--- src/rtl/shift_seq_pkg.sv ---
// Shared types and constants for the shift sequencing controller.
package shift_seq_pkg;

  // Datapath width used when the instantiating level does not override it.
  localparam int DEFAULT_WIDTH = 8;

  // Controller states, 2-bit encoding.
  typedef enum logic [1:0] {
    S_IDLE  = 2'd0,
    S_LOAD  = 2'd1,
    S_SHIFT = 2'd2,
    S_DONE  = 2'd3
  } state_t;

  // Bits needed to hold a shift count from 0 up to and including width.
  function automatic int cnt_width(input int width);
    return $clog2(width + 1);
  endfunction

endpackage

--- src/rtl/shift_reg_core.sv ---
// Plain WIDTH-bit left-shift register. Load has priority over shift; the
// fill bit enters at the LSB. No sequencing lives here.
module shift_reg_core #(
  parameter int WIDTH = 8
) (
  input  logic             clk,
  input  logic             reset_n,
  input  logic             load,
  input  logic             shift_en,
  input  logic             fill,
  input  logic [WIDTH-1:0] d,
  output logic [WIDTH-1:0] q
);

  // Register: load a new value or shift left by one, filling the LSB.
  always_ff @(posedge clk or negedge reset_n) begin
    if (!reset_n) begin
      q <= '0;
    end else if (load) begin
      q <= d;
    end else if (shift_en) begin
      q <= {q[WIDTH-2:0], fill};
    end
  end

endmodule

--- src/rtl/shift_seq_ctrl.sv ---
// One-job-at-a-time controller for the left-shift datapath.
//
// Handshakes: a transfer happens on a rising clk edge where valid and ready
// are both high. req_ready is high only in IDLE; res_valid is high only in
// DONE and res_data is held stable until res_ready is seen. Neither
// req_valid nor res_ready reaches any output combinationally.
module shift_seq_ctrl
  import shift_seq_pkg::*;
#(
  parameter int WIDTH = DEFAULT_WIDTH,
  parameter int CNT_W = cnt_width(WIDTH)
) (
  input  logic             clk,
  input  logic             reset_n,
  input  logic             req_valid,
  output logic             req_ready,
  input  logic [WIDTH-1:0] req_data,
  input  logic [CNT_W-1:0] req_amt,
  input  logic             fill_bit,
  input  logic             abort,
  output logic             busy,
  output logic             ser_out,
  output logic             ser_valid,
  output logic             res_valid,
  input  logic             res_ready,
  output logic [WIDTH-1:0] res_data,
  output logic [1:0]       dbg_state
);

  localparam logic [CNT_W-1:0] MAX_AMT = CNT_W'(WIDTH);

  state_t           state;
  state_t           state_next;
  logic [WIDTH-1:0] data_q;
  logic             fill_q;
  logic [CNT_W-1:0] cnt;
  logic [CNT_W-1:0] amt_clamped;
  logic [WIDTH-1:0] q;
  logic             load;
  logic             shift_en;

  // Counts beyond WIDTH would only shift fill bits over fill bits.
  assign amt_clamped = (req_amt > MAX_AMT) ? MAX_AMT : req_amt;

  assign dbg_state = state;

  // State register.
  always_ff @(posedge clk or negedge reset_n) begin
    if (!reset_n) begin
      state <= S_IDLE;
    end else begin
      state <= state_next;
    end
  end

  // Next-state and state-decoded outputs; abort wins over everything busy.
  always_comb begin
    state_next = state;
    req_ready  = 1'b0;
    busy       = 1'b0;
    ser_valid  = 1'b0;
    ser_out    = 1'b0;
    res_valid  = 1'b0;
    res_data   = '0;
    load       = 1'b0;
    shift_en   = 1'b0;
    case (state)
      S_IDLE: begin
        req_ready = 1'b1;
        if (req_valid) begin
          state_next = S_LOAD;
        end
      end
      S_LOAD: begin
        busy = 1'b1;
        load = 1'b1;
        if (abort) begin
          state_next = S_IDLE;
        end else if (cnt == '0) begin
          state_next = S_DONE;
        end else begin
          state_next = S_SHIFT;
        end
      end
      S_SHIFT: begin
        busy      = 1'b1;
        shift_en  = 1'b1;
        ser_valid = 1'b1;
        ser_out   = q[WIDTH-1];
        if (abort) begin
          state_next = S_IDLE;
        end else if (cnt == CNT_W'(1)) begin
          state_next = S_DONE;
        end
      end
      S_DONE: begin
        busy      = 1'b1;
        res_valid = 1'b1;
        res_data  = q;
        if (abort || res_ready) begin
          state_next = S_IDLE;
        end
      end
      default: begin
        state_next = S_IDLE;
      end
    endcase
  end

  // Job registers: capture on accept, count shifts down, clear on abort.
  always_ff @(posedge clk or negedge reset_n) begin
    if (!reset_n) begin
      data_q <= '0;
      fill_q <= 1'b0;
      cnt    <= '0;
    end else if (state == S_IDLE && req_valid) begin
      data_q <= req_data;
      fill_q <= fill_bit;
      cnt    <= amt_clamped;
    end else if (state != S_IDLE && abort) begin
      cnt <= '0;
    end else if (state == S_SHIFT) begin
      cnt <= cnt - CNT_W'(1);
    end
  end

  shift_reg_core #(
    .WIDTH (WIDTH)
  ) u_core (
    .clk      (clk),
    .reset_n  (reset_n),
    .load     (load),
    .shift_en (shift_en),
    .fill     (fill_q),
    .d        (data_q),
    .q        (q)
  );

endmodule

--- config.mk ---
export PLATFORM = sky130hd
export DESIGN_NAME = shift_seq_ctrl
export DESIGN_NICKNAME = d
export VERILOG_FILES = /design/src/rtl/shift_seq_pkg.sv /design/src/rtl/shift_reg_core.sv /design/src/rtl/shift_seq_ctrl.sv
export SDC_FILE = /design/constraint.sdc
export NUM_CORES = 1
export LEC_CHECK = 0
export CAP_MARGIN = 10
export CORE_MARGIN = 4
export CORE_UTILIZATION = 46
export CTS_BUF_LIST = sky130_fd_sc_hd__clkbuf_16
export DETAILED_ROUTE_END_ITERATION = 10
export MAX_ROUTING_LAYER = met4
export PLACE_DENSITY_LB_ADDON = 0.12
export SLEW_MARGIN = 25
export SYNTH_ARGS = -nofsm -noshare
export SYNTH_HDL_FRONTEND = slang
export SYNTH_SLANG_ARGS = --single-unit
--- constraint.sdc ---
create_clock -name clk -period 1.8 [get_ports clk]
set_input_delay 0.45 -clock clk [delete_from_list [all_inputs] [get_ports clk]]
set_output_delay 0.45 -clock clk [all_outputs]
set_load 0.05 [all_outputs]
; ---- Word-level counts from Yosys, hierarchy flattened
; Cells that the tools add are included.
[word_totals]
reg_bits = 23
latchBits = 0
mem_bits_rw = 0
romBits = 0
input_bits = 18
output_inout_bits = 15
elab_cells = 44
mem_count = 0
[classes]
addsub = 1
mul = 0
div_mod_pow = 0
n_lt_le_gt_ge = 1
n_eq_ne = 7
shifts = 0
n_mux = 20
n_bitwise = 0
reduce_logical = 10
[op_table]
columns = cell, count
row1 = $mux W8, 3
row2 = $mux W4, 4
row3 = $mux W2, 5
row4 = $pmux W2 S4, 1
row5 = $mux W1, 7
row6 = $eq A2 B2 Y1 const B, 2
row7 = $eq A4 B1 Y1 const B, 1
row8 = $gt A4 B4 Y1 const B, 1
row9 = $logic_not A4 Y1, 1
row10 = $ne A2 B2 Y1 const B, 2
row11 = $reduce_bool A2 Y1, 2
row12 = $sub A4 B1 Y4 const B, 1
row13 = $ne A3 B3 Y1 const B, 1
row14 = $reduce_and A3 Y1, 1
row15 = $reduce_bool A3 Y1, 1
row16 = $reduce_or A3 Y1, 1
row17 = $eq A2 B1 Y1 const B, 1
row18 = $logic_and A1 B1 Y1, 2
row19 = $logic_not A2 Y1, 1
row20 = $logic_or A1 B1 Y1, 1

; ---- Longest topological paths before layout
[logic_depth]
ltp_word = 4
depth_mapped = 6
depth_no_buf = 5

; ---- Hierarchy
; Synthesis repeated with hierarchy kept, for this count alone.
[unflattened]
hier_cells = 137
hier_area_um2 = 1286.2
[modules_own_cells]
columns = module, n_inst, cells_each, area_each_um2, seq_area_each_um2
row1 = shift_seq_ctrl, 1, 103, 913.4, 375.4
row2 = shift_reg_core, 1, 34, 372.9, 200.2

; ---- Worst setup path after synthesis
; No wires, ideal clock.
[synth_path]
path_type = register to output
start = register state[0] (netlist: dbg_state[0])
end = output ser_out
arrival_time_ps = 1937
t_required_ps = 1350
slack_ps = -587
stages_incl_launch_ff = 5
path_buffers = 1
cell_sequence = dfrtp_1 > inv_1 > ha_1 > buf_4 > and2_1
[synth_via]
elab_chain_cells = 2
[synth_lines]
columns = item, line
row1 = from (decl), shift_seq_ctrl.sv:32  ; state_t state;
row2 = from (signal assigned), shift_seq_ctrl.sv:52  ; state <= state_next;
row3 = $eq A2 B2 Y1, shift_seq_ctrl.sv:67  ; case (state)
row4 = $mux W1, shift_seq_ctrl.sv:67
row5 = to (decl), shift_seq_ctrl.sv:22  ; output logic ser_out,
; No other way between the ends.

; ---- Final worst setup path
[layout_path]
start = register state[0] (netlist: dbg_state[0])
end = output res_data[2]
[layout_via]
elab_chain_cells = 2
[layout_lines]
columns = item, line
row1 = $eq A2 B2 Y1, shift_seq_ctrl.sv:67
row2 = $mux W8, shift_seq_ctrl.sv:67
row3 = to (decl), shift_seq_ctrl.sv:26  ; output logic [WIDTH-1:0] res_data,
; No other way between the ends.

==> summary.md <==
| Metric | Value |
|---|---|
| Number of nets in the final layout | 181 |
| Y dimension of the die | 60.5 µm |
| Initial antenna violation count | 0 |
| Diodes inserted | 0 |
| Number of clock buffers inserted by TritonCTS | 3 |
| Global-route total usage across every layer | 0.182 |
| Count of yosys warnings during synthesis | 0 |
| Register area share after synthesis | 0.455 |
| Clk slew on worst S/H paths | 60 ps |
| CTS tree | done |
| Remaining routing DRC violations | 0 |
| Hold Startpoint | fill_q$_DFFE_PN0P_ |
| Max frequency | 575 MHz |
| Insertion delay to the later sink of the worst-skew pair | 250 ps |
| Worst reg-to-reg setup slack | 130 ps |
| Detail Route Antenna Nets | 0 |
| CP max FO | 10 |
| Data arrival at the endpoint of the critical path | 1290 ps |
| Number of rows created at floorplan | 18 |
| H-tree depth | 1 |
| Number of placed I/O pins | 33 |
| Max clock buf depth | 2 |
| Final number of max-transition violations | 0 |
| Max-capacitance violation count | 0 |
| Most frequent cells in the layout | sky130_fd_sc_hd__dfrtp_1 (21), sky130_fd_sc_hd__clkdlybuf4s50_1 (17), sky130_fd_sc_hd__buf_12 (15) |
| Reg2Reg Capture Point | dbg_state[0]$_DFFE_PN0P_ |
| Average cell area after synthesis | 11.3 µm² |
| Global-route wire length before repair | 4.83 mm |
| Final WL | 2.90 mm |
| Standby leakage power | 0.876 nW |
| Total negative slack for setup checks | 0 ps |
| Layout fillers | 182 |
| Iter 0 DRT Violations | 18 |
| EDFF count, synth | 0 |
| Core Region | 2540 µm² |
| Detailed Routing Iterations Pass 1 | 4 |
| Clock skew after layout | 1.09 ps |
| Footprint of the multi-input gates | 693 µm² |
| Cell count of the worst reg-to-reg path | 5 |
| Routed WL per cell | 15.7 µm |
| PwrDens | 1990 nW/µm² |
| Placed wire-length estimate after detailed placement | 2.13 mm |
| Initial standard-cell utilization of the core | 0.498 |
| Required time of the critical path | 1350 ps |
| Area delta synth->final | 54.9% |
| Category of the most critical setup path | reg -> out |
| Flip-flop cell with the highest count after synthesis | sky130_fd_sc_hd__dfrtp_1 |
| Number of buffers added on ports | 32 |
| Gate Count Post-Synth | 112 |
| Post-synth cell types | 29 |
| Pin count of the biggest net entering global routing | 24 |
| Headroom to the max-slew limit | 0.801 |
| Outcome | finished, final reports clean |
| Worst Hold End | fill_q$_DFFE_PN0P_ |
| Worst Hold Class | reg -> reg |
| Overflow left after global routing | 0 |
| Global placer's final weighted congestion | 0.791 |
| Tmin final | 1740 ps |
| Number of sinks driven by the clock tree | 23 |
| Storage element area | 578 µm² |
| Final setup viols | 0 |
| Crit. Startpoint | dbg_state[0]$_DFFE_PN0P_ |
| Number of instances on the worst hold path | 1 |
| #FFs+latches synth | 23 |
| Full die area | 3660 µm² |
| Placed Instance Area | 1840 µm² |
| Die X | 60.5 µm |
| Post-cts repair resize count | 0 |
| Cell area after technology mapping | 1270 µm² |
| Fraction of synthesis flops using an asynchronous set or reset pin | 1.00 |
| Category of the worst setup path launch point | flip-flop |
| Most common library cell in the layout ignoring fill and taps | sky130_fd_sc_hd__dfrtp_1 |
| RSZ-0062 raised after global routing | no |
| Worst-Margin Slew | 298 ps |
| Fraction of layout instances using a drive strength above 1 | 0.377 |
| Total count of hold-check failures in the final report | 0 |
| Max rail drop VDD | 1.42 mV |
| Number of vias in the routed layout | 997 |
| Vias in the first global route | 1044 |
| Cell at the root of the clock tree | sky130_fd_sc_hd__clkbuf_16 |
| Vias/cell | 5.42 |
| Final Instance Area | 1960 µm² |
| Crit Reg-Reg Startpoint | cnt[1]$_DFFE_PN0P_ |
| Critical Path Sink Type | output port |
| Syn nets | 138 |
| Final period utilization | 0.966 |
[where the power goes]
group / switching [mW] / internal [mW]
clock: 0.177 / 0.296
combinational: 1.21 / 1.22
sequential: 0.215 / 0.791
[worst max-delay path by stage]
stage                                    end  slack, ps  cells after the start
after floorplan                      ser_out        -30                      4
after global placement    cnt[2]$_DFFE_PN0P_         60                      4
after detailed placement  cnt[0]$_DFFE_PN0P_        -20                      5
after CTS                        res_data[3]        0.2                      3
after global routing             res_data[3]         20                      3
final                            res_data[2]         60                      3
[logic make-up (layout without fill, tap and decap cells)]
group / after synthesis / count (layout) / synth area share
buffers and inverters: 10 / 52 / 0.0395
AOI/OAI and AO/OA: 21 / 21 / 0.124
DFF: 23 / 23 / 0.455
muxes: 20 / 20 / 0.168
and+or+nand+nor: 30 / 30 / 0.135
adders and majority gates: 8 / 8 / 0.0791
[through the flow]
| stage | std cells | setup WS [ps] | power [mW] | hold slack, ps | utilization |
|---|---|---|---|---|---|
| after floorplan | 112 | -30.5 | 2.52 | 154 | - |
| after global placement | 174 | 55.6 | 3.28 | 488 | 0.722 |
| after detailed placement | 174 | -20.7 | 3.38 | 493 | 0.722 |
| after CTS | 181 | 0.168 | 3.90 | 507 | 0.762 |
| after global routing | 184 | 16.1 | 4.16 | 532 | 0.771 |
| final | 184 | 61.6 | 3.91 | 505 | 0.771 |
[what timing repair did]
item / 4_1_cts / 5_1_grt
hold buffers: 0 / 0
buffers inserted: 3 / 3
endpoints found under the setup margin: 2 / 7
pin swaps: 0 / 0
[sequential cells by signal, indices dropped and copies added, names as in the netlist]
register	flops
cnt	4
u_core.q	8
fill_q	1
data_q	8
dbg_state	2
[area by class of cell]
| type | count | share of cell area |
|---|---|---|
| Sequential cell | 23 | 0.295 |
| Tap cell | 30 | 0.0191 |
| Clock inverter | 1 | 0.00191 |
| Timing Repair Buffer | 43 | 0.282 |
| Multi-Input combinational cell | 79 | 0.353 |
| Inverter | 5 | 0.0108 |
| Clock buffer | 3 | 0.0383 |
[layer usage]
layer	vias up	GRT usage	part of all wire
met4	0	0.0619	0.017
li1	481	-	-
met3	6	0.0340	0.049
met5	-	-	0
met2	24	0.309	0.52
met1	486	0.218	0.41
[cells in the mapped netlist, types with 2 or more instances]
| master | n | share of area |
|---|---|---|
| sky130_fd_sc_hd__nor2_1 | 11 | 0.033 |
| sky130_fd_sc_hd__o22a_1 | 3 | 0.021 |
| sky130_fd_sc_hd__a21oi_1 | 10 | 0.040 |
| sky130_fd_sc_hd__mux2_2 | 10 | 0.089 |
| sky130_fd_sc_hd__inv_1 | 5 | 0.015 |
| sky130_fd_sc_hd__a31oi_1 | 2 | 0.0099 |
| sky130_fd_sc_hd__dfrtp_1 | 23 | 0.45 |
| sky130_fd_sc_hd__nor3b_1 | 2 | 0.012 |
| sky130_fd_sc_hd__mux2i_1 | 10 | 0.079 |
| sky130_fd_sc_hd__and2_1 | 9 | 0.044 |
| sky130_fd_sc_hd__ha_1 | 8 | 0.079 |
| sky130_fd_sc_hd__clkbuf_1 | 2 | 0.0059 |
[worst max-delay path: stages, from the launching register on]
cell and delay (ps):
sky130_fd_sc_hd__dfrtp_2 460, sky130_fd_sc_hd__ha_4 210, sky130_fd_sc_hd__and2_2 210, sky130_fd_sc_hd__buf_12 150
Note: power is estimated with default switching activity, not from simulation.
